$ cat config.mk
export PLATFORM = sky130hd
export DESIGN_NAME = matmul_ctrl
export DESIGN_NICKNAME = d
export VERILOG_FILES = /design/src/rtl/matmul_pkg.sv /design/src/rtl/matmul_res_fifo.sv /design/src/rtl/matmul_ctrl.sv
export SDC_FILE = /design/constraint.sdc
export NUM_CORES = 1
export LEC_CHECK = 0
export CORE_ASPECT_RATIO = 1.2
export CORE_MARGIN = 2
export CORE_UTILIZATION = 50
export DETAILED_ROUTE_END_ITERATION = 7
export GPL_TIMING_DRIVEN = 0
export HOLD_SLACK_MARGIN = 0.06
export PLACE_DENSITY = 0.77
export SLEW_MARGIN = 15
export SYNTH_ARGS = -nofsm -noshare
export SYNTH_HDL_FRONTEND = slang
export SYNTH_SLANG_ARGS = --single-unit
export TNS_END_PERCENT = 50
$ cat constraint.sdc
create_clock -name clk -period 10.3 [get_ports clk]
set_clock_uncertainty 0.15 [all_clocks]
set_input_delay 1.03 -clock clk [delete_from_list [all_inputs] [get_ports clk]]
set_output_delay 1.03 -clock clk [all_outputs]
set_load 0.02 [all_outputs]
$ cat src/rtl/matmul_pkg.sv
// Shared types for the 4x4 fp16 matrix-vector controller and its result FIFO.
package matmul_pkg;

    typedef logic [15:0] fp16_t;
    typedef fp16_t [3:0] vec4_t;
    typedef fp16_t [15:0] mat4_t;

    typedef enum logic [1:0] {
        RUN,
        DRAIN,
        SWAP
    } ctrl_state_t;

endpackage

$ cat src/rtl/matmul_res_fifo.sv
// Result FIFO for finished vectors; depth need not be a power of two.
module matmul_res_fifo
    import matmul_pkg::*;
#(
    parameter int DEPTH = 4,
    parameter int CNT_W = $clog2(DEPTH + 1)
) (
    input  logic             clk_i,
    input  logic             rst_i,
    input  logic             push_i,
    input  logic [3:0][15:0] push_data_i,
    input  logic             pop_i,
    output logic [3:0][15:0] head_o,
    output logic             empty_o,
    output logic [CNT_W-1:0] count_o
);

    localparam int PTR_W = (DEPTH > 1) ? $clog2(DEPTH) : 1;
    localparam logic [PTR_W-1:0] LAST = PTR_W'(DEPTH - 1);

    vec4_t            mem_q [DEPTH];
    logic [PTR_W-1:0] wrPtr_q, wrPtr_d;
    logic [PTR_W-1:0] rdPtr_q, rdPtr_d;
    logic [CNT_W-1:0] count_q, count_d;
    logic             full;
    logic             doPush;
    logic             doPop;

    assign empty_o = (count_q == '0);
    assign full    = (count_q == CNT_W'(DEPTH));
    assign head_o  = mem_q[rdPtr_q];
    assign count_o = count_q;
    assign doPop   = pop_i && !empty_o;
    // A pop frees the slot the push lands in, so push-at-full is fine when popping.
    assign doPush  = push_i && (!full || doPop);

    always_comb begin
        wrPtr_d = wrPtr_q;
        rdPtr_d = rdPtr_q;
        count_d = count_q;
        if (doPush) begin
            wrPtr_d = (wrPtr_q == LAST) ? '0 : wrPtr_q + PTR_W'(1);
        end
        if (doPop) begin
            rdPtr_d = (rdPtr_q == LAST) ? '0 : rdPtr_q + PTR_W'(1);
        end
        case ({doPush, doPop})
            2'b10:   count_d = count_q + CNT_W'(1);
            2'b01:   count_d = count_q - CNT_W'(1);
            default: count_d = count_q;
        endcase
    end

    always_ff @(posedge clk_i) begin
        if (rst_i) begin
            wrPtr_q <= '0;
            rdPtr_q <= '0;
            count_q <= '0;
            for (int i = 0; i < DEPTH; i++) begin
                mem_q[i] <= '0;
            end
        end else begin
            wrPtr_q <= wrPtr_d;
            rdPtr_q <= rdPtr_d;
            count_q <= count_d;
            if (doPush) begin
                mem_q[wrPtr_q] <= push_data_i;
            end
        end
    end

    assert property (@(posedge clk_i) disable iff (rst_i) !(push_i && full && !pop_i));

endmodule

$ cat src/rtl/matmul_ctrl.sv
// Sequencer for the 4x4 fp16 matrix-vector datapath: weight double-buffering,
// credit-based vector issue, in-flight tagging and result buffering.
module matmul_ctrl
    import matmul_pkg::*;
#(
    parameter int PIPE_LAT  = 4,
    parameter int OUT_DEPTH = 4,
    parameter int CNT_W     = 16
) (
    input  logic              clk,
    input  logic              rst,
    input  logic              cfg_we,
    input  logic [3:0]        cfg_addr,
    input  logic [15:0]       cfg_data,
    input  logic              cfg_commit,
    input  logic              in_valid,
    output logic              in_ready,
    input  logic [3:0][15:0]  in_data,
    output logic [15:0][15:0] mm_a,
    output logic [3:0][15:0]  mm_b,
    input  logic [3:0][15:0]  mm_x,
    output logic              out_valid,
    input  logic              out_ready,
    output logic [3:0][15:0]  out_data,
    output logic              busy,
    output logic [CNT_W-1:0]  res_cnt
);

    localparam int FC_W = $clog2(OUT_DEPTH + 1);
    localparam int IF_W = $clog2(PIPE_LAT + 1);
    localparam logic [31:0] DEPTH_U = 32'(OUT_DEPTH);

    ctrl_state_t         state_q, state_d;
    mat4_t               shadow_q, shadow_d;
    mat4_t               active_q, active_d;
    logic [PIPE_LAT-1:0] vpipe_q, vpipe_d;
    logic [IF_W-1:0]     inFlight_q, inFlight_d;
    logic [CNT_W-1:0]    resCnt_q, resCnt_d;
    logic [FC_W-1:0]     fifoCnt;
    logic [31:0]         creditUsed;
    logic                fifoEmpty;
    logic                fire;
    logic                push;
    logic                pop;

    assign push = vpipe_q[PIPE_LAT-1];

    always_comb begin
        state_d    = state_q;
        shadow_d   = shadow_q;
        active_d   = active_q;
        resCnt_d   = resCnt_q;
        creditUsed = 32'(fifoCnt) + 32'(inFlight_q);
        // Every accepted vector reserves a FIFO slot, so results are never dropped.
        in_ready   = (state_q == RUN) && (creditUsed < DEPTH_U);
        fire       = in_valid && in_ready;
        mm_b       = fire ? in_data : '0;
        out_valid  = !fifoEmpty;
        pop        = out_valid && out_ready;
        busy       = (state_q == DRAIN) || (inFlight_q != '0);
        vpipe_d    = {vpipe_q[PIPE_LAT-2:0], fire};
        inFlight_d = inFlight_q + IF_W'(fire) - IF_W'(push);

        if (cfg_we) begin
            shadow_d[cfg_addr] = cfg_data;
        end
        if (pop) begin
            resCnt_d = resCnt_q + CNT_W'(1);
        end

        // Active weights only change once the pipe is empty, so no result mixes weight sets.
        case (state_q)
            RUN: begin
                if (cfg_commit) state_d = DRAIN;
            end
            DRAIN: begin
                if (inFlight_q == '0) state_d = SWAP;
            end
            SWAP: begin
                active_d = shadow_q;
                state_d  = RUN;
            end
            default: state_d = RUN;
        endcase
    end

    always_ff @(posedge clk) begin
        if (rst) begin
            state_q    <= RUN;
            shadow_q   <= '0;
            active_q   <= '0;
            vpipe_q    <= '0;
            inFlight_q <= '0;
            resCnt_q   <= '0;
        end else begin
            state_q    <= state_d;
            shadow_q   <= shadow_d;
            active_q   <= active_d;
            vpipe_q    <= vpipe_d;
            inFlight_q <= inFlight_d;
            resCnt_q   <= resCnt_d;
        end
    end

    assign mm_a    = active_q;
    assign res_cnt = resCnt_q;

    matmul_res_fifo #(
        .DEPTH(OUT_DEPTH),
        .CNT_W(FC_W)
    ) u_res_fifo (
        .clk_i      (clk),
        .rst_i      (rst),
        .push_i     (push),
        .push_data_i(mm_x),
        .pop_i      (pop),
        .head_o     (out_data),
        .empty_o    (fifoEmpty),
        .count_o    (fifoCnt)
    );

endmodule

After elaboration in Yosys (flattened, before gate mapping)

Memory sizes are Yosys's and may differ from the RTL's. A register that Yosys moved wholly into a read port is not among the register bits.
Index checks and enable logic that the tools add are counted.

Add/sub/neg operators: 8
Equality and inequality tests: 9
Order comparisons: 3
Reductions and logical operators: 17
Multiplexer cells: 20

Operators with widths:

| kind                                                                                 | count |
|---|---|
| 256-bit bitwise mux                                                                  | 1 |
| 64-bit two-way mux                                                                   | 2 |
| 16-bit demux with 4-bit select                                                       | 1 |
| 64-bit OR reduction                                                                  | 1 |
| 16-bit by 1-bit adder with 16-bit output (second input constant)                     | 1 |
| 16-bit two-way mux                                                                   | 1 |
| 2-bit two-way mux                                                                    | 7 |
| 2-bit == test (second input constant)                                                | 4 |
| 1-bit logical AND                                                                    | 6 |
| 3-bit logical NOT                                                                    | 2 |
| 1-bit two-way mux                                                                    | 6 |
| 3-bit case mux with 2 select lines                                                   | 1 |
| 4-bit by 5-bit < comparator with 1-bit output (second input constant)                | 1 |
| 2-bit by 1-bit adder with 2-bit output (second input constant)                       | 2 |
| 3-bit by 3-bit adder with 4-bit output                                               | 1 |
| 2-bit by 1-bit == test with 1-bit output (second input constant)                     | 2 |
| 4-bit by 1-bit greater-or-equal comparator with 1-bit output (second input constant) | 1 |
| 4-bit by 3-bit < comparator with 1-bit output (second input constant)                | 1 |
| 2-bit case mux with 2 select lines                                                   | 1 |
| 3-bit by 1-bit adder with 3-bit output                                               | 1 |
| 3-bit by 1-bit adder with 3-bit output (second input constant)                       | 1 |
| 3-bit == test (second input constant)                                                | 1 |
| 3-bit nonzero test                                                                   | 1 |
| 3-bit by 1-bit subtractor with 3-bit output                                          | 1 |
| other kinds (8)                                                                      | 10 |

Memories: 1
Logic and storage cells: 97
Output and inout port bits: 403
Register bits: 544
Memory bits (writable): 256
Input bits: 154

Memories:

| name             | words | width | rd ports | clocked after Yosys merged registers in | write ports | line                  | source |
|---|---|---|---|---|---|---|---|
| u_res_fifo.mem_q | 4     | 64    | 1        | 1                                       | 4           | matmul_res_fifo.sv:21 | `vec4_t mem_q [DEPTH];` |

Longest topological paths before layout

Gate-level depths: netlist of run 1.

Depth after elaboration: 11
Depth in mapped cells: 14
Gate-level depth less buffers: 12

By module

A second synthesis of run 1 with hierarchy kept.

Cells, all modules: 3146
Area, all modules: 30670.7 sq um

By module, submodules not included:

| module          | seq. area each (sq um) | cells each | times used | area each (sq um) |
|---|---|---|---|---|
| matmul_ctrl     | 10750.3                | 2474       | 1          | 19227.2 |
| matmul_res_fifo | 7867.5                 | 672        | 1          | 11443.5 |

Least setup slack after synthesis of run 1

Ideal clock, no wire load.

Path kind: input -> register
From: in out_ready
To: mem u_res_fifo.mem_q[2][0] (netlist name) (enable)
Setup slack: 6.522 ns
Arrival: 3.203 ns
Cell stages on the path: 5
Cells stage by stage: or4b_4 nor3b_1 and3b_1 buf_4 or2_1

RTL lines:

| element            | line                  | source |
|---|---|---|
| start: declaration | matmul_ctrl.sv:23     | `input logic out_ready,` |
| end: declaration   | matmul_res_fifo.sv:21 |  |

==> impl_metrics.py, run 1 <==
metrics = {
    "timing": {
        "layout_min_cycle_time_ns": 4.97,
        "max_freq_mhz": 201,
        "fin_setup_tns_ns": 0,
        "tightest_slew_ns": 1.25,
        "relSlewSlack_pct": 16.5,
        "setup_violations": 0,
        "whs_ns": 0.288,
        "slew_viol_final": 0,
        "hold_viol": 0,
        "period_share_pct": 48.3,
        "grt_setup_unrepaired": "no",
    },
    "yosys": {
        "synthTopCellsByArea": "dfxtp_1 (36%), edfxtp_1 (25%), nand2_1 (13%)",
        "synth_top_family_by_area": "simple AND/OR/NAND/NOR gates",
        "synth_simple_gate_area_share_pct": 21.2,
        "synth_area_leader_cell": "dfxtp_1",
        "synthFlopType": "dfxtp_1",
        "syn_nets": 3312,
        "synthAdderAreaFrac_pct": 0.417,
        "syn_avg_cell_area_sq_um": 9.72,
        "synth-xor-area-share_pct": 0.343,
        "synth_cell_types": 48,
        "synthArstFlopShare_pct": 0,
        "synth-edff-count": 256,
        "synthMostInstantiatedCell": "nand2_1",
        "yosys_warnings": 0,
        "synth_top_cell_area_share_pct": 35.7,
        "ys_seq_area_share_pct": 60.8,
        "synth_mux_area_share_pct": 4.74,
        "synth_compound_area_share_pct": 9.05,
        "synth_area_sq_um": 30600,
        "ys_seq_elements": 802,
        "synthTopCellsByCount": "nand2_1 (1053), dfxtp_1 (546), a21oi_1 (525), and2_1 (257), edfxtp_1 (256)",
        "syn_inst": 3149,
    },
    "die": {
        "fp.dieH_um": 275,
        "io_pins": 557,
        "rows": 99,
        "die_area_sq_um": 63200,
        "die_w_um": 230,
        "start_util_pct": 50.4,
        "coreArea_sq_um": 60700,
    },
    "clock_network": {
        "cts_resized": 0,
        "htreeDepth": 3,
        "cts.path.max_buffers": 3,
        "cts.clk_slew.worst_paths_ns": 0.06,
        "cts_sinks": 802,
        "hold_buffers": 0,
        "postCtsSetupBuffers": 0,
        "numCtsBuffers": 76,
        "clk_latency_ns": 0.63,
        "clockRootBuffer": "clkbuf_16",
        "tritoncts": "built",
    },
    "drt": {
        "wl_per_cell_um": 20.5,
        "num_vias": 25039,
        "drtIter0Drc": 2110,
        "drc": 0,
        "drt-total-wl_mm": 95.1,
        "avgViaCountPerCell": 5.40,
        "ant_nets": 0,
        "drt_pass1_iterations": 5,
    },
    "worst_setup_path": {
        "critPathLaunchType": "flop",
        "cp.required_ns": 9.12,
        "crit_slowest_cell": "clkdlybuf4s50_1",
        "worstPathMaxFanout": 10,
        "cp.arrival_ns": 3.79,
        "crit_chain": "ha_1 -> or4_1 -> a311oi_2 -> clkbuf_2 -> buf_2 -> and3_1 -> clkdlybuf4s50_1",
        "cp-end-kind": "output port",
        "crit_path_max_incr_delay_ns": 0.62,
        "worst-setup-path-type": "reg -> out",
    },
    "pwr": {
        "peakVddDrop_uv": 142,
        "seq_power_share_pct": 45.6,
        "power_mw": 7.36,
        "p_leak_nw": 13.6,
        "swShare_pct": 26.2,
        "p_comb_share_pct": 15.1,
        "clkPwrFrac_pct": 39.3,
        "switchingPower_mw": 1.93,
        "power_density_nw_per_um2": 185,
        "p_int_mw": 5.43,
    },
    "cells_and_area": {
        "fin_nets": 3933,
        "syn_to_final_growth_pct": 29.8,
        "drive_gt1_share_pct": 5.96,
        "final_util_pct": 65.5,
    },
    "global_routing": {
        "grt_pass1_vias": 24152,
        "grt_overflow": 0,
        "grt_util_all_layers_pct": 29.1,
        "antenna_found_initial": 8,
        "grt_pass1_wl_mm": 140,
        "grt_max_degree": 44,
    },
    "status": {
        "status": "completed",
    },
    "worst_hold_path": {
        "hold_path_class": "reg -> reg",
    },
    "job": {
        "max-cap-violations": 0,
    },
    "placement": {
        "numPortBuffers": 539,
        "gp_congestion": 0.888,
        "dpl.hpwl_mm": 66.4,
    },
}
state kept, by name, summed over array words and instances (netlist names), named ones only:
signal              cells
res_cnt                16
vpipe_q                 4
shadow_q              256
u_res_fifo.mem_q      256
u_res_fifo.count_o      3
state_q                 2
inFlight_q              3
u_res_fifo.wrPtr_q      2
u_res_fifo.rdPtr_q      2
mm_a                  256
worst max-delay path: cells and delay by family, from the launching register on:
family / cells / cell delay [ns]
DFF: 1 / 0.47
and+or+nand+nor: 2 / 0.67
buffers and inverters: 3 / 1.23
adders and majority gates: 1 / 0.28
AOI/OAI and AO/OA: 1 / 0.52
kinds of logic (layout without fill, tap and decap cells):
kind of cell / Yosys count / in the layout
adder cells (fa/ha/maj): 9 / 9
flip-flops: 802 / 802
AND/OR/NAND/NOR: 1466 / 1466
multiplexers: 65 / 65
AO/OA/AOI/OAI: 544 / 544
XOR/XNOR: 12 / 12
buffers and inverters: 251 / 928
other: 0 / 4
metrics by stage:
stage,cell area (sq um),cells,setup slack [ns]
after detailed placement,37100,4500,5.93
after floorplan,30600,3149,6.52
after global routing,39700,4636,5.10
after CTS,39700,4634,5.26
final,39700,4638,5.33
after global placement,37000,4496,4.58
layout by cell type, fill, tap and decap left out, drive strengths merged, types with 14 or more instances in the layout:
| cell type | netlist | routed |
|---|---|---|
| clkbuf | 195 | 296 |
| and3 | 66 | 66 |
| clkdlybuf4s50 | 0 | 539 |
| nand3 | 14 | 14 |
| mux4 | 64 | 64 |
| a21oi | 525 | 525 |
| and2 | 257 | 257 |
| nor2 | 27 | 27 |
| edfxtp | 256 | 256 |
| clkinv | 0 | 21 |
| buf | 49 | 53 |
| dfxtp | 546 | 546 |
| nand2 | 1053 | 1053 |
worst paths after layout:
path / startpoint / end / slack, ns / cells after the start
worst max register to register: u_res_fifo.count_o[2] / inFlight_q[2] / 6.29 / 14
worst min register to register: vpipe_q[1] / vpipe_q[2] / 0.29 / 1
worst max-delay path: u_res_fifo.count_o[2] / mm_b[26] / 5.33 / 7
worst min-delay path: vpipe_q[1] / vpipe_q[2] / 0.29 / 1
area by class of cell:
type | count | area, sq um
multi-input combinational | 2096 | 11000
inverter | 7 | 26.3
tap | 808 | 1010
buffer | 244 | 1030
antenna | 4 | 10.0
clock buffer | 101 | 2170
clock inverter | 33 | 434
sequential | 802 | 18600
timing repair buffer | 543 | 5480
fill | 4784 | 21000
routing by layer:
metal	vias up	GRT usage (%)	routed length (um)
met2	977	48.5	45400
li1	11741	-	-
met5	-	0	58
met4	8	12.9	3980
met3	202	7.42	9200
met1	12111	35.8	36400
power groups by stage:
stage	clock, mW	sequential [mW]	combinational [mW]
after floorplan	0	3.42	0.595
after global placement	0	3.43	1.09
after detailed placement	0	3.43	1.10
after CTS	2.92	3.36	1.11
after global routing	3.04	3.36	1.17
final	2.89	3.36	1.11
(Power assumes the default switching activity.)
==> run 2: changes to the inputs <==
==> constraint.sdc (replaced) <==
create_clock -name clk -period 4.9 [get_ports clk]
set_clock_uncertainty 0.15 [all_clocks]
set_input_delay 0.49 -clock clk [delete_from_list [all_inputs] [get_ports clk]]
set_output_delay 0.49 -clock clk [all_outputs]
set_load 0.02 [all_outputs]
==> results of run 2 <==
Same layout as run 1 (identical final DEF). Status: completed.
Main changes from that run: setup slack after placement 5.93 ns -> 0.810 ns; clock-pin slew on the worst setup and hold paths 0.06 ns -> 0.07 ns; setup slack after layout 5.33 ns -> 0.469 ns; hold slack 0.288 ns -> 0.126 ns; register-to-register setup slack 6.29 ns -> 0.89 ns; end point of the worst hold path vpipe_q[2] -> shadow_q[207]; total power 7.36 mW -> 15.5 mW; worst IR drop on VDD 142 uV -> 299 uV
==> run 3: changes to the inputs <==
--- a/config.mk
+++ b/config.mk
@@ -5,7 +5,7 @@
 export SDC_FILE = /design/constraint.sdc
 export NUM_CORES = 1
 export LEC_CHECK = 0
-export CORE_ASPECT_RATIO = 1.2
+export CORE_ASPECT_RATIO = 1.5
 export CORE_MARGIN = 2
 export CORE_UTILIZATION = 50
 export DETAILED_ROUTE_END_ITERATION = 7
==> run 3 against run 2 <==
Effect of this change:
- sequential share of layout area rose by 0.14 points
- sequential power hardly changed
- critical path depth did not move
- cell area shrank 0.31%
- power decreased by 1.0%
- hold slack worse by 0.017 ns
- die area about the same
- critical endpoint is now mm_b[35]
- combinational power about the same
- critical path type unchanged
- via count down 1.4%
==> impl_metrics.py, run 3 (same netlist as run 1, synthesis figures left out) <==
metrics = {
    "status": {
        "status": "completed",
    },
    "clock_network": {
        "htreeDepth": 3,
        "cts.path.max_buffers": 3,
        "postCtsSetupBuffers": 0,
        "cts_sinks": 802,
        "clockRootBuffer": "clkbuf_16",
        "cts.clk_slew.worst_paths_ns": 0.07,
        "cts_resized": 0,
        "hold_buffers": 0,
        "numCtsBuffers": 73,
        "clk_latency_ns": 0.62,
        "tritoncts": "built",
    },
    "drt": {
        "drt-total-wl_mm": 94.1,
        "avgViaCountPerCell": 5.35,
        "ant_nets": 0,
        "wl_per_cell_um": 20.4,
        "drt_pass1_iterations": 6,
        "num_vias": 24679,
        "drtIter0Drc": 1631,
        "drc": 0,
    },
    "worst_hold_path": {
        "min_from": "cfg_data[15]",
        "hold_path_class": "in -> reg",
    },
    "timing": {
        "tightest_slew_ns": 1.28,
        "grt_setup_unrepaired": "no",
        "slew_viol_final": 0,
        "period_share_pct": 90.6,
        "layout_min_cycle_time_ns": 4.44,
        "relSlewSlack_pct": 13.8,
        "setup_violations": 0,
        "max_freq_mhz": 225,
        "hold_viol": 0,
    },
    "global_routing": {
        "antenna_found_initial": 2,
        "grt_util_all_layers_pct": 29.3,
        "grt_overflow": 0,
        "grt_max_degree": 50,
        "grt_pass1_wl_mm": 140,
        "grt_pass1_vias": 24433,
    },
    "die": {
        "coreArea_sq_um": 60800,
        "die_area_sq_um": 63300,
        "start_util_pct": 50.3,
        "fp.dieH_um": 307,
        "die_w_um": 206,
        "io_pins": 557,
        "rows": 111,
    },
    "placement": {
        "dpl.hpwl_mm": 68.1,
        "gp_congestion": 0.906,
        "numPortBuffers": 539,
        "dp.cells": 4483,
    },
    "worst_setup_path": {
        "cp.required_ns": 4.26,
        "timing.rr.start": "u_res_fifo.count_o[2]",
        "cp-startpoint": "u_res_fifo.count_o[2]",
        "cp.arrival_ns": 3.80,
        "cp-end-kind": "output port",
        "worstPathMaxFanout": 10,
        "rrSetupSlack_ns": 0.92,
        "critPathLaunchType": "flop",
        "worst-setup-path-type": "reg -> out",
    },
    "pwr": {
        "power_density_nw_per_um2": 386,
        "peakVddDrop_uv": 291,
        "p_leak_nw": 13.5,
    },
    "cells_and_area": {
        "final_cell_mix": "nand2_1 (1053), dfxtp_1 (546), clkdlybuf4s50_1 (539)",
        "drive_gt1_share_pct": 5.76,
        "instances_no_fill": 4615,
        "final_common_cell": "nand2_1",
        "syn_to_final_growth_pct": 29.4,
        "fin_nets": 3930,
        "final_util_pct": 65.1,
    },
    "job": {
        "max-cap-violations": 0,
    },
}
-- run 3: through the flow --
stage | power (mW) | setup WS, ns | area (sq um) | hold slack, ns | setup TNS [ns]
CTS | 15.4 | 0.423 | 39600 | 0.0777 | 0
detailed placement | 9.52 | 0.834 | 37100 | 0.274 | 0
floorplan | 8.45 | 1.55 | 30600 | 0.264 | 0
finish | 15.3 | 0.459 | 39600 | 0.109 | 0
global route | 15.8 | 0.307 | 39600 | 0.116 | 0
global placement | 9.49 | -0.292 | 37000 | 0.270 | -46.40
-- run 3: final timing paths --
check / end / depth (start not counted)
max: mm_b[35] / 7
min: shadow_q[255] / 3
min reg2reg: mm_a[239] / 2
max reg2reg: inFlight_q[2] / 14
-- run 3: area by class of cell --
cell class	instances	area, sq um
diodes	3	7.51
plain buffers	244	1030
clock buffers	99	2110
clock inverters	30	373
fillers	4868	21200
inverters	7	26.3
multi-input cells	2096	11000
flip-flops and latches	802	18600
well taps	791	990
repair buffers	543	5510
-- run 3: where the power goes --
group,leakage (nW),total [mW],switching [mW],internal [mW]
logic,5.25,2.32,1.40,0.921
registers,7.05,7.06,0.0720,6.99
clock network,1.22,5.93,2.52,3.41
total,13.5,15.3,4.00,11.3
-- run 3: worst max-delay path: stages (launching register included) --
cell,delay [ns]
dfxtp_1,0.47
ha_1,0.28
or4_1,0.48
a311oi_2,0.53
clkbuf_2,0.31
buf_2,0.28
and3_1,0.20
clkdlybuf4s50_1,0.64
-- run 3: per-layer routing --
metal  GRT usage (%)  share of wire, %  vias to the layer above
met5               0                 0                        -
met4            15.3               5.4                        0
met3            7.82               8.8                      233
met2            50.8                50                      920
met1            32.6                36                    11784
li1                -                 -                    11742
